$ cat src/rtl/cpu_harness_pkg.sv
// cpu_harness_pkg
// Shared types for the CPU run harness: the run-controller state encoding
// and the default register_v0 width. No ports.
package cpu_harness_pkg;

  typedef enum logic [2:0] {
    IDLE   = 3'd0,
    RESET  = 3'd1,
    ENABLE = 3'd2,
    RUN    = 3'd3,
    DONE   = 3'd4
  } state_t;

  localparam int DATA_W_DEFAULT = 32;

endpackage

$ cat src/rtl/cpu_harness_channel.sv
// cpu_harness_channel
// Per-CPU monitor: tracks whether the channel has finished, captures
// register_v0 when active falls during the run, and holds the sticky
// rw_conflict / start_fault flags.
// Ports:
//   clk, rst        clock, async active-high reset
//   clear           run start: wipe all per-run state
//   check_start     ENABLE cycle: active must be high here
//   run             RUN cycle: monitor active / read / write
//   active, data_read, data_write, register_v0   CPU signals
//   finished        channel already done (registered)
//   finishing       channel finishes on this edge (combinational)
//   result, result_valid, rw_conflict, start_fault   per-channel outputs
module cpu_harness_channel
  import cpu_harness_pkg::*;
#(
  parameter int DATA_W = DATA_W_DEFAULT
) (
  input  logic              clk,
  input  logic              rst,
  input  logic              clear,
  input  logic              check_start,
  input  logic              run,
  input  logic              active,
  input  logic              data_read,
  input  logic              data_write,
  input  logic [DATA_W-1:0] register_v0,
  output logic              finished,
  output logic              finishing,
  output logic [DATA_W-1:0] result,
  output logic              result_valid,
  output logic              rw_conflict,
  output logic              start_fault
);

  assign finishing = run & ~finished & ~active;

  always_ff @(posedge clk or posedge rst) begin
    if (rst) begin
      finished     <= 1'b0;
      result       <= '0;
      result_valid <= 1'b0;
      rw_conflict  <= 1'b0;
      start_fault  <= 1'b0;
    end else if (clear) begin
      finished     <= 1'b0;
      result       <= '0;
      result_valid <= 1'b0;
      rw_conflict  <= 1'b0;
      start_fault  <= 1'b0;
    end else if (check_start) begin
      // A CPU that is not active right after reset is counted as finished
      // without a result so it cannot hold the run open.
      if (!active) begin
        start_fault <= 1'b1;
        finished    <= 1'b1;
      end
    end else if (run && !finished) begin
      // Gating on !finished keeps a stale or X register_v0 out of result.
      if (!active) begin
        finished     <= 1'b1;
        result       <= register_v0;
        result_valid <= 1'b1;
      end else if (data_read && data_write) begin
        rw_conflict <= 1'b1;
      end
    end
  end

endmodule

$ cat src/rtl/cpu_run_harness.sv
// cpu_run_harness
// Run controller for NUM_CPUS CPUs sharing one clock: sequences cpu_reset
// and cpu_clk_enable, counts RUN cycles, watchdogs the run and collects
// per-channel results and fault flags.
// Ports:
//   clk, reset                        clock, async active-high reset
//   start                             begin a run (IDLE/DONE only)
//   cpu_reset, cpu_clk_enable         drive to all CPUs
//   cpu_active/data_read/data_write   per-CPU status, one bit per channel
//   cpu_register_v0                   channel i at [i*DATA_W +: DATA_W]
//   cycle_count                       RUN cycles elapsed, saturating
//   result, result_valid              captured v0 per channel
//   rw_conflict, start_fault          sticky per-channel flags
//   timeout, done, pass               run outcome
module cpu_run_harness
  import cpu_harness_pkg::*;
#(
  parameter int NUM_CPUS       = 1,
  parameter int DATA_W         = DATA_W_DEFAULT,
  parameter int CNT_W          = 32,
  parameter int TIMEOUT_CYCLES = 20,
  parameter int RESET_CYCLES   = 1
) (
  input  logic                       clk,
  input  logic                       reset,
  input  logic                       start,
  output logic                       cpu_reset,
  output logic                       cpu_clk_enable,
  input  logic [NUM_CPUS-1:0]        cpu_active,
  input  logic [NUM_CPUS-1:0]        cpu_data_read,
  input  logic [NUM_CPUS-1:0]        cpu_data_write,
  input  logic [NUM_CPUS*DATA_W-1:0] cpu_register_v0,
  output logic [CNT_W-1:0]           cycle_count,
  output logic [NUM_CPUS*DATA_W-1:0] result,
  output logic [NUM_CPUS-1:0]        result_valid,
  output logic [NUM_CPUS-1:0]        rw_conflict,
  output logic [NUM_CPUS-1:0]        start_fault,
  output logic                       timeout,
  output logic                       done,
  output logic                       pass
);

  localparam int RST_W = (RESET_CYCLES > 1) ? $clog2(RESET_CYCLES) : 1;

  state_t              state;
  logic [RST_W-1:0]    rst_cnt;
  logic [CNT_W-1:0]    cnt_inc;
  logic                start_accept;
  logic [NUM_CPUS-1:0] chan_finished;
  logic [NUM_CPUS-1:0] chan_finishing;

  assign start_accept = start && (state == IDLE || state == DONE);
  assign cnt_inc      = (&cycle_count) ? cycle_count : cycle_count + CNT_W'(1);

  // Decoded from registered flags only, so it settles with done.
  assign pass = done & ~timeout & ~|rw_conflict & ~|start_fault;

  for (genvar i = 0; i < NUM_CPUS; i++) begin : g_chan
    cpu_harness_channel #(.DATA_W(DATA_W)) u_chan (
      .clk          (clk),
      .rst          (reset),
      .clear        (start_accept),
      .check_start  (state == ENABLE),
      .run          (state == RUN),
      .active       (cpu_active[i]),
      .data_read    (cpu_data_read[i]),
      .data_write   (cpu_data_write[i]),
      .register_v0  (cpu_register_v0[i*DATA_W +: DATA_W]),
      .finished     (chan_finished[i]),
      .finishing    (chan_finishing[i]),
      .result       (result[i*DATA_W +: DATA_W]),
      .result_valid (result_valid[i]),
      .rw_conflict  (rw_conflict[i]),
      .start_fault  (start_fault[i])
    );
  end

  always_ff @(posedge clk or posedge reset) begin
    if (reset) begin
      state          <= IDLE;
      cpu_reset      <= 1'b1;
      cpu_clk_enable <= 1'b0;
      rst_cnt        <= '0;
      cycle_count    <= '0;
      timeout        <= 1'b0;
      done           <= 1'b0;
    end else begin
      case (state)
        IDLE, DONE: begin
          if (start) begin
            state          <= RESET;
            cpu_reset      <= 1'b1;
            cpu_clk_enable <= 1'b0;
            rst_cnt        <= RST_W'(RESET_CYCLES - 1);
            cycle_count    <= '0;
            timeout        <= 1'b0;
            done           <= 1'b0;
          end
        end
        RESET: begin
          if (rst_cnt == '0) begin
            state          <= ENABLE;
            cpu_reset      <= 1'b0;
            cpu_clk_enable <= 1'b1;
          end else begin
            rst_cnt <= rst_cnt - 1'b1;
          end
        end
        ENABLE: begin
          if (~|cpu_active) begin
            state          <= DONE;
            cpu_clk_enable <= 1'b0;
            done           <= 1'b1;
          end else begin
            state <= RUN;
          end
        end
        RUN: begin
          cycle_count <= cnt_inc;
          // Finishing on the timeout cycle takes priority over the watchdog.
          if (&(chan_finished | chan_finishing)) begin
            state          <= DONE;
            cpu_clk_enable <= 1'b0;
            done           <= 1'b1;
          end else if (cnt_inc == CNT_W'(TIMEOUT_CYCLES)) begin
            state          <= DONE;
            cpu_clk_enable <= 1'b0;
            timeout        <= 1'b1;
            done           <= 1'b1;
          end
        end
        default: begin
          state          <= IDLE;
          cpu_reset      <= 1'b1;
          cpu_clk_enable <= 1'b0;
        end
      endcase
    end
  end

endmodule

$ cat config.mk
export PLATFORM = sky130hd
export DESIGN_NAME = cpu_run_harness
export DESIGN_NICKNAME = d
export VERILOG_FILES = /design/src/rtl/cpu_harness_pkg.sv /design/src/rtl/cpu_harness_channel.sv /design/src/rtl/cpu_run_harness.sv
export SDC_FILE = /design/constraint.sdc
export NUM_CORES = 1
export LEC_CHECK = 0
export BUFFER_PORTS_ARGS = -buffer_cell sky130_fd_sc_hd__buf_2
export CORE_MARGIN = 3
export CORE_UTILIZATION = 53
export CTS_CLUSTER_DIAMETER = 120
export DETAILED_ROUTE_END_ITERATION = 16
export MAX_ROUTING_LAYER = met4
export PLACE_DENSITY = 0.8
export SLEW_MARGIN = 10
export SYNTH_ARGS = -nofsm -noshare
export SYNTH_HDL_FRONTEND = slang
export SYNTH_SLANG_ARGS = --single-unit
$ cat constraint.sdc
create_clock -name clk -period 3 [get_ports clk]
set_input_delay 0.6 -clock clk [delete_from_list [all_inputs] [get_ports clk]]
set_output_delay 0.6 -clock clk [all_outputs]
set_load 0.02 [all_outputs]
# == Word level (Yosys, flattened, before mapping) ==
# Index checks and enable logic that the tools add are counted.
# W data, S select, Z words.
# totals
ff_bits,76
latch_bits,0
ramBits,0
mem_bits_ro,0
in_bits,38
out_inout_bits,72
wordCells,110
mem_count,0
# op_classes
addsub,2
mul,0
div,0
magnitude_cmp,0
n_eq_ne,13
shifts,0
n_mux,44
bitwise_logic,10
n_reduce_logical,29
# op_table
op,n
$mux W32,6
$pmux W32 S2,1
$add A32 B1 Y32 const B,1
$eq A32 B5 Y1 const B,1
$reduce_and A32 Y1,1
$mux W1,26
$reduce_and A4 Y1,4
$mux W3,5
$pmux W3 S4,1
$reduce_bool A2 Y1,6
$ne A2 B2 Y1 const B,5
$reduce_and A3 Y1,3
$eq A3 B2 Y1 const B,2
$pmux W1 S3,2
$reduce_and A2 Y1,3
$reduce_bool A3 Y1,2
$and A1 B1 Y1,5
$ne A2 B1 Y1 const B,2
$not A1 Y1,4
$pmux W1 S2,2
$pmux W1 S4,1
$reduce_or A2 Y1,2
$eq A3 B1 Y1 const B,1
$eq A3 B3 Y1 const B,1
other kinds (7),11

# == Depth between registers and ports, before layout ==
# depth
word_depth,6
depth_mapped,13
ltp_nobuf,9

# == Hierarchy ==
# A second synthesis with hierarchy kept.
# unflattened
hier_cells,510
hier_area_um2,4644.5
# by_module_without_submodules
mod,n_inst,cells_per_inst,area_each_um2,seq_area_each_um2
cpu_run_harness,1,353,2830.2,977.2
cpu_harness_channel,1,157,1814.2,900.9

# == Worst setup path after synthesis ==
# Ideal clock, no wire load.
# synth_timing
path_kind,register to register
startpoint,register cycle_count[0]
endpoint,register done
setup_ps,126
arrival_time_ps,2595
path_slack_ps,279
stages_incl_launch_ff,11
n_path_buf,1
path_cell_list,dfrtp_1 -> ha_1 -> nand3_1 -> nor4_1 -> nor4b_1 -> a31oi_1 -> o32a_1 -> a211oi_1 -> and3_1 -> buf_6 -> a221o_1
# synth_between
elab_chain_len,5
elab_cells_between_ends,6
# synth_lines
item,line,text
start: declaration,cpu_run_harness.sv:33,"output logic [CNT_W-1:0] cycle_count,"
start signal: assignment,cpu_run_harness.sv:119,cycle_count <= cnt_inc;
$add A32 B1 Y32 / $reduce_and A32 Y1 (equally long branches),cpu_run_harness.sv:53,assign cnt_inc = (&cycle_count) ? cycle_count : cycle_count + CNT_W'(1);
$mux W32 (*),cpu_run_harness.sv:53,
$eq A32 B5 Y1 (*),cpu_run_harness.sv:125,end else if (cnt_inc == CNT_W'(TIMEOUT_CYCLES)) begin
$ne A3 B3 Y1 (no source line) (*),n/a,
$reduce_and A4 Y1 (no source line) (*),n/a,
end signal: assignment,cpu_run_harness.sv:86,done <= 1'b0;
end signal: assignment,cpu_run_harness.sv:124,done <= 1'b1;
end signal: assignment,cpu_run_harness.sv:129,done <= 1'b1;
end: declaration,cpu_run_harness.sv:39,"output logic done,"
# Every way passes the cells marked *; elsewhere a longest branch is shown, timed or not.
# A chain may end at the register's enable or synchronous reset.

# == Worst setup path after layout ==
# layout_timing
startpoint,register cycle_count[0]
endpoint,register state[1]
# layout_between
elab_chain_len,5
elab_cells_between_ends,6
# layout_lines
item,line,text
$add A32 B1 Y32 / $reduce_and A32 Y1 (equally long branches),cpu_run_harness.sv:53,
$mux W32 (*),cpu_run_harness.sv:53,
$eq A32 B5 Y1 (*),cpu_run_harness.sv:125,
$ne A3 B3 Y1 (no source line) (*),n/a,
$reduce_and A3 Y1 (no source line) (*),n/a,
end signal: assignment,cpu_run_harness.sv:122,state <= DONE;
end signal: assignment,cpu_run_harness.sv:126,state <= DONE;
end signal: assignment,cpu_run_harness.sv:133,state <= IDLE;
end: declaration,cpu_run_harness.sv:45,state_t state;
# Marks and branches as above.

==> flow_summary_export.csv <==
group,metric,value,unit
synthesis,synth_cells,506,
die,fp.dieH,95.9,µm
synthesis,ys.flop_type,"dfrtp_1",
cts,insertion_delay,360,ps
cts,cts_buffer_depth,2,
timing,fin_worst_skew,12.5,ps
finish,multiInputGateArea,0.00220,mm²
cts,cts_buffers,9,
detailed_routing,antenna_left,0,
die,start_util,0.551,
pwr,peakVddDrop,0.441,mV
pwr,power_density,646,mW/mm²
timing,rsz0062_at_grt,"no",
worst_setup_path,r2r-start,"cycle_count[0]",
timing,layout_min_cycle_time,2850,ps
synthesis,synthesis.area,0.00428,mm²
worst_setup_path,crit_end,"state[1]",
worst_setup_path,worstSetupPathType,"reg -> reg",
place,place.detailed.hpwl,8650,µm
finish,synthToLayoutAreaGrowth,21.5,%
synthesis,synth_enable_flop_cells,0,
timing,setup-tns-final,0,ps
worst_setup_path,critPathMaxFanout,11,
die,io_pins,110,
hold_path,hold_path.class,"in -> async",
detailed_routing,first_pass_iters,6,
run,maxCapViolCount,0,
grt,gr-total-overflow,0,
grt,grt_usage,0.277,
finish,final_util,0.670,
grt,first_global_vias,4024,
timing,finalSetupViolations,0,
detailed_routing,routed_wirelength,12200,µm
synthesis,ys_top_cells_by_area,"dfrtp_1 43%, nand2_1 8.9%, o21ai_0 8.4%, nand3_1 2.9%, nor2_1 2.9%",
worst_setup_path,cp-end-kind,"register",
synthesis,synth_top_area_frac,0.433,
place,io_buffers,109,
worst_setup_path,critPathRequiredTime,3230,ps
detailed_routing,drcViolationCount,0,
die,die_area,0.00919,mm²
timing,tightest_slew,725,ps
timing,max_freq,351,MHz
detailed_routing,drt_iter0_drc,510,
finish,fillCellCount,666,
detailed_routing,via_count,4356,
cts,hold_buffers,0,
detailed_routing,wire_per_inst,16.7,µm
cts,cts_root_buf,"clkbuf_8",
place,gp_congestion,0.995,
finish,diodes,0,
worst_setup_path,ff2ff_path_depth,11,
die,die_x,95.9,µm
synthesis,ys_warn_count,0,
timing,post-route-period-util,0.949,
die,rows,32,
grt,antenna_found_initial,0,
pwr,power.leakage,0.00247,µW
finish,seq_area,0.00188,mm²
worst_setup_path,r2r_end,"state[1]",
grt,grt_max_degree,66,
timing,slew_violations,0,
synthesis,syn_nets,545,
synthesis,syn_area_per_cell,8.46,µm²
synthesis,yosys.area.top_type,"dfrtp_1",
cts,cts.sinks,75,
worst_setup_path,startpoint,"cycle_count[0]",
finish,layout-drive-gt1-share,0.293,
cts,clk_pin_slew,100,ps
synthesis,synth_common_cells,"102 x nand2_1, 74 x dfrtp_1, 72 x o21ai_0",
synthesis,synth-async-reset-ratio,1.00,
synthesis,ys_seq_area_frac,0.439,
synthesis,synth_seq_cells,75,
worst_setup_path,regToRegSetupSlack,150,ps
synthesis,synth_cell_types,65,
worst_setup_path,cp-start-kind,"register",
cts,cts_max_level,3,
finish,nets,661,
cts,cts_tree,"built",
timing,hold_viol,0,
detailed_routing,viasPerCell,5.98,
grt,grt_pass1_wl,19600,µm
die,core,0.00777,mm²
synthesis,synth.most_common_cell,"nand2_1",
status,outcome,"finished clean",
timing,max-slew-margin-rel,0.516,
worst_setup_path,worstPathArrival,3080,ps
-- layout make-up --
| class | count | share of cell area |
|---|---|---|
| multi-input combinational | 392 | 0.423 |
| sequential | 75 | 0.361 |
| clock inverter | 7 | 0.0125 |
| inverter | 4 | 0.00289 |
| timing repair buffer | 140 | 0.152 |
| clock buffer | 9 | 0.0238 |
| tap | 102 | 0.0245 |
-- kinds of logic after synthesis --
group | synth area share
AO/OA/AOI/OAI | 0.192
XOR/XNOR | 0.0246
adder cells (fa/ha/maj) | 0.00292
buffers and inverters | 0.0535
flip-flops | 0.439
multiplexers | 0.00994
AND/OR/NAND/NOR | 0.278
-- through the flow --
step	hold WS, ps	instances	setup slack, ps	power, µW	instance area (µm²)
global route	405	729	14.1	3560	5200
CTS	368	727	6.96	3370	5150
floorplan	502	506	279	2150	4280
detailed placement	485	711	31.6	2590	4960
global placement	480	711	129	2550	4960
finish	352	729	152	3360	5200
-- placed cells by master, fill, tap and decap left out, types with 3 or more instances in the layout --
master    instances
buf_2           109
nand2_1         102
dfrtp_1          74
o21ai_0          72
nor2_1           33
buf_4            30
nand3_1          24
nor3_1           14
a21oi_1          14
nand4_1          12
and3_1           11
a31oi_1          11
clkbuf_8          9
o31ai_1           8
xnor2_1           8
and3_2            5
o41ai_1           4
nor4_1            4
xor2_1            4
a211oi_1          4
inv_1             3
and4_1            3
or3_4             3
or4_1             3
nor4b_1           3
inv_6             3
-- timing repair --
action / in CTS / in global routing
setup endpoints to repair: 0 / 6
gates resized for setup: 0 / 5
setup buffers: 0 / 2
-- worst min path at each step --
stage,end,start,depth (start not counted),slack (ps)
global route,g_chan[0].u_chan.result[5],reset,2,400
detailed placement,g_chan[0].u_chan.result_valid,g_chan[0].u_chan.result_valid,2,480
global placement,g_chan[0].u_chan.result_valid,g_chan[0].u_chan.result_valid,2,480
floorplan,g_chan[0].u_chan.finished,g_chan[0].u_chan.finished,2,500
CTS,g_chan[0].u_chan.result[5],reset,2,370
finish,g_chan[0].u_chan.result[5],reset,2,350
-- worst max-delay path, cell delays in order, from the launching register on --
cell and delay [ps]:
dfrtp_1 450, ha_1 270, and3_2 250, nand3_2 170, nor3_4 60, buf_12 140
buf_4 150, o41ai_1 380, o2111ai_1 160, nor4_1 250, and3_1 310, o21ai_0 130
-- routing by layer --
| metal | up-vias | share of wire | track usage |
|---|---|---|---|
| met5 | - | 0 | - |
| met2 | 205 | 0.48 | 0.423 |
| met3 | 22 | 0.076 | 0.0430 |
| met4 | 0 | 0.018 | 0.0912 |
| li1 | 2064 | - | - |
| met1 | 2065 | 0.43 | 0.380 |
-- flip-flops by register name (all words and copies together) (netlist names) --
| register | count |
|---|---|
| g_chan.u_chan.rw_conflict | 1 |
| g_chan.u_chan.result | 32 |
| cpu_clk_enable | 1 |
| done | 1 |
| state | 3 |
| g_chan.u_chan.result_valid | 1 |
| g_chan.u_chan.finished | 1 |
| g_chan.u_chan.start_fault | 1 |
| timeout | 1 |
| cycle_count | 32 |
| cpu_reset | 1 |
-- power by group --
part	leakage (µW)	internal, µW	switching (µW)
Clock	0.0000947	323	451
Combinational	0.00135	391	794
Sequential	0.00102	1230	171
Note: power is estimated with default switching activity, not from simulation.
